==> src/rtl/addsub_pipe.sv <==
`default_nettype none
// ============================================================================
// Module   : addsub_pipe
// Brief    : Pipelined two's-complement adder/subtractor. The carry chain is
//            split into STAGES slices of grouped carry-lookahead logic, with a
//            valid/ready handshake, optional signed saturation and flags.
// Revision : 1.0 - initial release
// ============================================================================
module addsub_pipe #(
  parameter int WIDTH  = 16,
  parameter int STAGES = 2,
  parameter int GROUP  = 4
) (
  input  logic             clk,
  input  logic             rst_n,
  input  logic             in_valid,
  output logic             in_ready,
  input  logic [WIDTH-1:0] a,
  input  logic [WIDTH-1:0] b,
  input  logic [1:0]       op,
  input  logic             cin,
  input  logic             sat,
  output logic             out_valid,
  input  logic             out_ready,
  output logic [WIDTH-1:0] result,
  output logic             cout,
  output logic             ovf,
  output logic             zero,
  output logic             neg
);

  // Guarded so an illegal STAGES/GROUP never divides by zero before the check fires
  localparam int S    = (STAGES > 0) ? WIDTH / STAGES : 1;
  localparam int NGRP = (GROUP > 0) ? S / GROUP : 1;
  localparam int LAST = STAGES - 1;

  generate
    if (STAGES < 1 || GROUP < 1 || (WIDTH % STAGES) != 0 ||
        (S % GROUP) != 0 || S < GROUP) begin : g_bad_params
      $error("addsub_pipe: illegal WIDTH/STAGES/GROUP combination");
    end
  endgenerate

  // Effective operand B and carry-in chosen once, at acceptance
  logic [WIDTH-1:0] b_eff;
  logic             cin_eff;

  // Stage registers: full-width operand copies; slice k only consumes its bits
  logic [WIDTH-1:0] a_q   [STAGES];
  logic [WIDTH-1:0] b_q   [STAGES];
  logic [WIDTH-1:0] s_q   [STAGES];
  logic             c_q   [STAGES];
  logic             sat_q [STAGES];
  logic [STAGES-1:0] v_q;

  // Per-stage inputs (stage 0 fed from the ports, stage k from register k-1)
  logic [WIDTH-1:0] x_a   [STAGES];
  logic [WIDTH-1:0] x_b   [STAGES];
  logic [WIDTH-1:0] x_s   [STAGES];
  logic             x_c   [STAGES];
  logic             x_sat [STAGES];
  logic             x_v   [STAGES];

  // Per-stage slice results
  logic [WIDTH-1:0] n_s [STAGES];
  logic             n_c [STAGES];
  logic             c_msb;

  // Final-stage saturation and handshake
  logic             f_ovf;
  logic [WIDTH-1:0] f_res;
  logic [STAGES-1:0] ld;

  // Map op code to effective B and carry-in (cin only matters for op 1x)
  always_comb begin
    b_eff   = op[0] ? ~b : b;
    cin_eff = op[1] ? cin : op[0];
  end

  // Route each stage's operands: ports into stage 0, previous register otherwise
  always_comb begin
    x_a[0]   = a;
    x_b[0]   = b_eff;
    x_s[0]   = '0;
    x_c[0]   = cin_eff;
    x_sat[0] = sat;
    x_v[0]   = in_valid;
    for (int k = 1; k < STAGES; k++) begin
      x_a[k]   = a_q[k-1];
      x_b[k]   = b_q[k-1];
      x_s[k]   = s_q[k-1];
      x_c[k]   = c_q[k-1];
      x_sat[k] = sat_q[k-1];
      x_v[k]   = v_q[k-1];
    end
  end

  // Grouped lookahead per slice: group G/P give the group carry, carries ripple group to group
  always_comb begin
    logic gg;
    logic gp;
    logic cb;
    logic pb;
    logic gb;
    int   base;
    gg    = 1'b0;
    gp    = 1'b1;
    cb    = 1'b0;
    pb    = 1'b0;
    gb    = 1'b0;
    base  = 0;
    c_msb = 1'b0;
    for (int k = 0; k < STAGES; k++) begin
      n_s[k] = x_s[k];
      n_c[k] = x_c[k];
      for (int g = 0; g < NGRP; g++) begin
        base = k * S + g * GROUP;
        gg   = 1'b0;
        gp   = 1'b1;
        cb   = n_c[k];
        for (int j = 0; j < GROUP; j++) begin
          pb = x_a[k][base+j] ^ x_b[k][base+j];
          gb = x_a[k][base+j] & x_b[k][base+j];
          n_s[k][base+j] = pb ^ cb;
          if (base + j == WIDTH - 1) begin
            c_msb = cb;
          end
          cb = gb | (pb & cb);
          gg = gb | (pb & gg);
          gp = gp & pb;
        end
        n_c[k] = gg | (gp & n_c[k]);
      end
    end
  end

  // Signed overflow and clamp; a clear raw MSB under overflow means two negatives wrapped
  always_comb begin
    f_ovf = c_msb ^ n_c[LAST];
    f_res = n_s[LAST];
    if (x_sat[LAST] && f_ovf) begin
      f_res = n_s[LAST][WIDTH-1] ? {1'b0, {(WIDTH-1){1'b1}}}
                                 : {1'b1, {(WIDTH-1){1'b0}}};
    end
  end

  // Load enables, walked back from the output so bubbles collapse
  always_comb begin
    logic nxt;
    nxt = out_ready;
    for (int k = STAGES - 1; k >= 0; k--) begin
      ld[k] = !v_q[k] || nxt;
      nxt   = ld[k];
    end
  end

  assign in_ready  = rst_n && ld[0];
  assign out_valid = v_q[LAST];

  // Advance stage registers; the last stage captures the saturated result and flags
  always_ff @(posedge clk) begin
    if (!rst_n) begin
      v_q    <= '0;
      result <= '0;
      cout   <= 1'b0;
      ovf    <= 1'b0;
      zero   <= 1'b0;
      neg    <= 1'b0;
    end else begin
      for (int k = 0; k < STAGES; k++) begin
        if (ld[k]) begin
          v_q[k] <= x_v[k];
          if (x_v[k]) begin
            a_q[k]   <= x_a[k];
            b_q[k]   <= x_b[k];
            s_q[k]   <= n_s[k];
            c_q[k]   <= n_c[k];
            sat_q[k] <= x_sat[k];
          end
        end
      end
      if (ld[LAST] && x_v[LAST]) begin
        result <= f_res;
        cout   <= n_c[LAST];
        ovf    <= f_ovf;
        zero   <= (f_res == '0);
        neg    <= f_res[WIDTH-1];
      end
    end
  end

endmodule
`default_nettype wire

==> config.mk <==
export PLATFORM = sky130hd
export DESIGN_NAME = addsub_pipe
export DESIGN_NICKNAME = d
export VERILOG_FILES = /design/src/rtl/addsub_pipe.sv
export SDC_FILE = /design/constraint.sdc
export NUM_CORES = 1
export LEC_CHECK = 0
export ABC_AREA = 1
export CORE_ASPECT_RATIO = 1.2
export CORE_MARGIN = 8
export CORE_UTILIZATION = 35
export CTS_BUF_LIST = sky130_fd_sc_hd__clkbuf_4
export CTS_CLUSTER_SIZE = 12
export DETAILED_ROUTE_END_ITERATION = 10
export SLEW_MARGIN = 5
export SYNTH_ARGS = -nofsm -noshare
export SYNTH_HDL_FRONTEND = slang
export SYNTH_SLANG_ARGS = --single-unit
export TNS_END_PERCENT = 1
==> constraint.sdc <==
create_clock -name clk -period 3.75 [get_ports clk]
set_input_delay 0.9375 -clock clk [delete_from_list [all_inputs] [get_ports clk]]
set_output_delay 0.9375 -clock clk [all_outputs]
set_load 0.01 [all_outputs]
==> impl_metrics.toml, run 1 <==
[pwr]
vdd_drop_max_mv = 0.158
cellLeakagePower_nw = 1.62
pwr_density_cell_nw_per_um2 = 364

[logic_synthesis]
synth_async_sr_flop_share_pct = 0
most_used_standard_cell_by_instance_count_after_synthesis = "sky130_fd_sc_hd__inv_1"
synthDistinctLibCells = 30
synth_top_area_share_pct = 28.9
synth.area.top_cells = "sky130_fd_sc_hd__edfxtp_1, sky130_fd_sc_hd__dfxtp_1, sky130_fd_sc_hd__fa_1"
post_synth_inst_count = 275
synth_area_sq_um = 2700
synth.yosys.warnings = 0
post_synth.cell_area_avg_sq_um = 9.81
seq_area_frac_synth_pct = 44.5
synth-seq-cells = 47
synth_common_cells = "sky130_fd_sc_hd__inv_1, sky130_fd_sc_hd__nand2_1, sky130_fd_sc_hd__edfxtp_1"
synth_top_area_cell = "sky130_fd_sc_hd__edfxtp_1"
synth_nets = 343
synthFlopType = "sky130_fd_sc_hd__edfxtp_1"
number_of_synthesized_flops_with_an_enable_pin = 26

[finish]
antennaDiodeCount = 0
nets = 413
ff_latch_area_sq_um = 1200
design_area_sq_um = 3570
drive_above_1_share_pct = 10.7
areaGrowthSynthToFinish_pct = 32.4
instances_no_fill = 438
combined_area_of_the_multi_input_logic_cells_sq_um = 1250
fill_count = 749

[detailed_routing]
route.antenna.remaining_nets = 0
route.layer.met1.wl_mm = 2.10
drt-total-wl_mm = 4.98
routed-via-count = 1922
drt_pass1_iterations = 4
iter_0_drt_violations = 60
drt-wirelength-per-cell_microns = 11.4
detailroute.wirelength.met3_microns = 313
remaining_drc_errors = 0
vias_per_cell = 4.39
wl_met2_mm = 2.48
top_signal_layer_used = "met4"

[grt]
grt_start_max_net_pins = 30
grt_pass1_wl_mm = 8.74
number_of_antenna_violations_at_the_first_check_in_global_routing = 0
grt.total_usage_pct = 9.99
first_global_vias = 2043
grt-ovfl-total = 0

[clock_network]
htree_levels = 2
number_of_clock_sinks_seen_by_cts = 47
cts_tree = "yes"
worst_setup_hold_path_clk_slew_ps = 130
ctsLongestPathBuffers = 2
tritoncts.num_buffers = 5
cts.root.buffer_cell = "sky130_fd_sc_hd__clkbuf_4"
cts_setup_buffers = 0
clock_insertion_delay_worst_skew_ps = 360

[worst_setup_path]
worstSetupEndpointType = "flop"
start_kind = "input port"
path_class = "in -> reg"
critical_path.n_buffers_inverters = 3
path_delay_family = "adder cells"
worst_path_largest_cell_delay_ps = 510
cpMaxStageDelayCell = "sky130_fd_sc_hd__clkdlybuf4s50_1"
worstPathMaxFanout = 5
worst_ep_required_time_ps = 3880
path_cells = "clkdlybuf4s50_1 -> buf_4 -> xnor2_1 -> inv_1 -> ha_1 -> o21ai_0 -> nand2_1 -> a21oi_1 -> fa_1 -> fa_1 -> fa_1 -> xnor2_1"
critical-path-top-cell-by-count = "sky130_fd_sc_hd__fa_1"
worst-endpoint-arrival_ps = 3700

[timing]
post-route-period-util_pct = 95.2
setup_viol = 0
max_slew.worst_pin.slew_ps = 676
fmax_mhz = 280
clock-skew-final_ps = 10.8
timing.max_slew.rel_slack_pct = 54.6
finalHoldViolations = 0
final_period_minus_worst_setup_slack_ps = 3570
fin_max_slew_vios = 0
grt_setup_unrepaired = "no"
setup_total_negative_slack_ps = 0
finalHoldWorstSlack_ps = 518

[die]
starting_density_pct = 35.6
die-height_microns = 112
io-pin-count = 62
core_area_sq_um = 7580
floorplan.rows = 35
die_area_sq_um = 10800
die_w_microns = 96.2

[worst_hold_path]
timing.hold.worst.class = "reg -> reg"

[placed_design]
dp.final_hpwl_mm = 4.17
gp_weighted_congestion = 0.708
io_buffers = 61
post_dp_cell_area_sq_um = 3460
place_inst = 430

[status]
outcome = "finished clean"

[flow_run]
cap_viol_max_count = 0
[logic make-up (layout without fill, tap and decap cells)]
group	after synthesis	in the layout	share of synthesized area [%]
mux	1	1	0.417
buf+inv	64	135	9.46
compound gates	30	30	7.51
fa+ha+maj	28	28	16.3
simple gates	85	85	15.3
xor+xnor	20	20	6.49
flops	47	47	44.5
[registers in the layout, summed over array words and instances, names as in the netlist]
name    flops
a_q         8
b_q         8
c_q         1
cout        1
ovf         1
result     16
s_q         8
sat_q       1
v_q         2
zero        1
[power breakdown]
part           internal [mW]  switching [mW]  total (mW)
clock network          0.207           0.163       0.370
registers              0.590          0.0199       0.610
logic                  0.163           0.157       0.320
[cell usage in the layout (no fill, tap or decap), types with 4 or more instances in the layout]
cell and instances:
sky130_fd_sc_hd__nand2_1 37, sky130_fd_sc_hd__edfxtp_1 26, sky130_fd_sc_hd__a21oi_1 7, sky130_fd_sc_hd__ha_1 16, sky130_fd_sc_hd__fa_1 11, sky130_fd_sc_hd__nand3_1 17, sky130_fd_sc_hd__inv_1 52, sky130_fd_sc_hd__clkbuf_4 5
sky130_fd_sc_hd__dfxtp_1 21, sky130_fd_sc_hd__o211ai_1 14, sky130_fd_sc_hd__buf_4 12, sky130_fd_sc_hd__xnor2_1 7, sky130_fd_sc_hd__nor2_1 17, sky130_fd_sc_hd__nor2_2 4, sky130_fd_sc_hd__clkdlybuf4s50_1 61, sky130_fd_sc_hd__o21ai_0 6
sky130_fd_sc_hd__xor2_1 13
[worst register-to-register path: stages, from the launching register on]
cell                       delay, ps
sky130_fd_sc_hd__edfxtp_1        450
sky130_fd_sc_hd__ha_1            350
sky130_fd_sc_hd__nand3_1         100
sky130_fd_sc_hd__nand3_1          70
sky130_fd_sc_hd__nand2_1         100
sky130_fd_sc_hd__nand2_4          70
sky130_fd_sc_hd__fa_1            400
sky130_fd_sc_hd__fa_1            470
sky130_fd_sc_hd__fa_2            450
sky130_fd_sc_hd__nand2_4         110
sky130_fd_sc_hd__nand3_4         180
sky130_fd_sc_hd__nand2_1         140
sky130_fd_sc_hd__nand2_1          60
sky130_fd_sc_hd__nor2_1          100
sky130_fd_sc_hd__nand3_1          90
sky130_fd_sc_hd__nor2_1          120
sky130_fd_sc_hd__nor2_1           60
sky130_fd_sc_hd__nor2_1           80
[layout make-up]
type                    instances  share of cell area, %
flip-flops and latches         47                   33.6
clock inverters                 3                   1.89
inverters                      54                   5.67
clock buffers                   5                   1.05
multi-input cells             164                   34.9
well taps                      92                   3.22
repair buffers                 73                   19.6
[through the flow]
stage	total power, mW	util (%)	setup slack [ps]
2_1_floorplan	0.815	-	269
3_3_place_gp	0.943	45.7	-133
3_5_place_dp	0.947	45.7	-221
4_1_cts	1.32	47.1	166
5_1_grt	1.38	47.2	35.0
6_report	1.30	47.2	179
[per-layer routing]
| metal | GRT usage [%] | vias up |
|---|---|---|
| met5 | 0 | - |
| met4 | 4.32 | 0 |
| met3 | 2.87 | 7 |
| met2 | 16.4 | 47 |
| met1 | 11.6 | 847 |
| li1 | - | 1021 |
[what timing repair did]
item	CTS	global route
hold buffers	0	0
endpoints found under the setup margin	0	4
resized for setup	0	1
hold endpoints to repair	0	0
[worst paths after layout]
path,cells after the start,to,startpoint,slack [ps]
max,12,s_q[0][7],op[0],180
min,2,v_q[0],v_q[0],520
min reg2reg,2,v_q[0],v_q[0],520
max reg2reg,17,zero,b_q[0][10],300
(Power assumes the default switching activity.)
==> run 2: changes to the inputs <==
- CORE_MARGIN: 8 -> not set
==> run 2 against run 1 <==
Compared with the run above: first-iteration DRC count up 6.7%; cell count up 0.23%; fmax is 0.12% higher; sequential power hardly changed; critical path type unchanged.
==> impl_metrics.toml, run 2 (synthesis results as in run 1) <==
[status]
outcome = "finished clean"

[clock_network]
tritoncts.num_buffers = 5
postCtsHoldBufs = 0
htree_levels = 2
cts_tree = "yes"
ctsLongestPathBuffers = 2
clock_insertion_delay_worst_skew_ps = 360
number_of_clock_sinks_seen_by_cts = 47
cts.root.buffer_cell = "sky130_fd_sc_hd__clkbuf_4"
worst_setup_hold_path_clk_slew_ps = 140

[timing]
post-route-period-util_pct = 95.1
timing.max_slew.rel_slack_pct = 74.7
clock-skew-final_ps = 10.7
fin_max_slew_vios = 0
max_slew.worst_pin.slew_ps = 378
final_period_minus_worst_setup_slack_ps = 3570
finalHoldViolations = 0
fmax_mhz = 280
setup_viol = 0
finalHoldWorstSlack_ps = 519

[finish]
layout.cells.most_common = "sky130_fd_sc_hd__clkdlybuf4s50_1"
areaGrowthSynthToFinish_pct = 33.4
fill_count = 729
drive_above_1_share_pct = 11.7
final_cell_mix = "sky130_fd_sc_hd__clkdlybuf4s50_1, sky130_fd_sc_hd__inv_1, sky130_fd_sc_hd__nand2_1, sky130_fd_sc_hd__edfxtp_1, sky130_fd_sc_hd__dfxtp_1"
antennaDiodeCount = 0
nets = 416
instances_no_fill = 439
final_core_util_pct = 48.9
largest_reg_flops = 16
largest-register = "result"

[worst_setup_path]
r2r.worst_path.cells = 16
r2r_setup_slack_ps = 270
worst_ep_required_time_ps = 3880
worst-endpoint-arrival_ps = 3700
worstSetupEndpointType = "flop"
path_class = "in -> reg"
start_kind = "input port"
critical_path.reg2reg.endpoint = "zero"
startpoint_of_the_worst_slack_reg_to_reg_timing_path = "b_q[0][10]"
worstPathMaxFanout = 4

[die]
io-pin-count = 62
die_w_microns = 82.2
starting_density_pct = 36.7
die_area_sq_um = 8070
floorplan.rows = 34
die-height_microns = 98.2
core_area_sq_um = 7360

[worst_hold_path]
endpoint_with_the_worst_hold_slack = "v_q[0]"
timing.hold.worst.class = "reg -> reg"
holdPathStages = 2
hold_path_startpoint = "v_q[0]"

[grt]
number_of_antenna_violations_at_the_first_check_in_global_routing = 0
grt-ovfl-total = 0
grt_pass1_wl_mm = 8.29
first_global_vias = 1936
grt_start_max_net_pins = 27
grt.total_usage_pct = 13.5

[placed_design]
place_inst = 428
gp_weighted_congestion = 0.708
io_buffers = 61
dp.final_hpwl_mm = 3.85

[detailed_routing]
drt_pass1_iterations = 4
drt-total-wl_mm = 4.81
routed-via-count = 1928
remaining_drc_errors = 0
route.antenna.remaining_nets = 0
vias_per_cell = 4.39
drt-wirelength-per-cell_microns = 11.0
iter_0_drt_violations = 64

[pwr]
pwr_density_cell_nw_per_um2 = 348
design_power_mw = 1.25
cellLeakagePower_nw = 1.63
vdd_drop_max_mv = 0.166

[flow_run]
cap_viol_max_count = 0
-- run 2: layer usage --
layer / up-vias / GRT usage [%] / wire length, microns
met5: - / 0 / 0
met4: 0 / 5.80 / 110
met3: 8 / 2.99 / 186
met2: 47 / 21.8 / 2380
met1: 847 / 16.9 / 2140
li1: 1026 / - / -
-- run 2: area by class of cell --
cell class                      instances  area [sq um]  area share [%]
Clock buffer                            5          37.5            1.04
Clock inverter                          3          43.8            1.22
Inverter                               54           203            5.63
Multi-Input combinational cell        164          1270            35.2
Sequential cell                        47          1200            33.4
Tap cell                               90           113            3.13
Timing Repair Buffer                   76           736            20.4
-- run 2: worst max-delay path: stages --
cell	delay, ps
sky130_fd_sc_hd__clkdlybuf4s50_1	480
sky130_fd_sc_hd__xnor2_1	260
sky130_fd_sc_hd__inv_1	70
sky130_fd_sc_hd__ha_1	270
sky130_fd_sc_hd__inv_1	30
sky130_fd_sc_hd__nor2_1	80
sky130_fd_sc_hd__o21ai_0	70
sky130_fd_sc_hd__nand2_1	60
sky130_fd_sc_hd__a21oi_1	90
sky130_fd_sc_hd__fa_1	390
sky130_fd_sc_hd__fa_1	410
sky130_fd_sc_hd__fa_1	410
sky130_fd_sc_hd__xnor2_1	140
-- run 2: power by group --
part / total, mW / leakage, nW / internal (mW) / switching [mW]
clock: 0.304 / 0.0452 / 0.140 / 0.164
combinational: 0.339 / 1.17 / 0.174 / 0.165
sequential: 0.610 / 0.417 / 0.590 / 0.0196
total: 1.25 / 1.63 / 0.904 / 0.348
-- run 2: worst max path at each step --
stage                from   endpoint  slack (ps)  depth (start not counted)
2_1_floorplan       op[0]  s_q[0][6]         270                         13
3_3_place_gp        op[0]  s_q[0][6]        -110                         12
3_5_place_dp        op[0]  s_q[0][7]        -230                         13
4_1_cts        b_q[0][10]       zero          80                         19
5_1_grt        b_q[0][10]       zero         -20                         18
6_report            op[0]  s_q[0][7]         180                         13
-- run 2: what timing repair did --
item                       in CTS  in global routing
gates resized for setup         0                  4
buffers inserted                0                  3
setup endpoints to repair       0                 13
-- run 2: stage by stage --
| stage | area (sq um) | setup TNS [ps] | setup slack [ps] |
|---|---|---|---|
| floorplan | 2700 | 0 | 269 |
| global placement | 3460 | -219 | -110 |
| detailed placement | 3460 | -449 | -227 |
| CTS | 3540 | 0 | 76.6 |
| global route | 3600 | -15.6 | -15.6 |
| finish | 3600 | 0 | 183 |
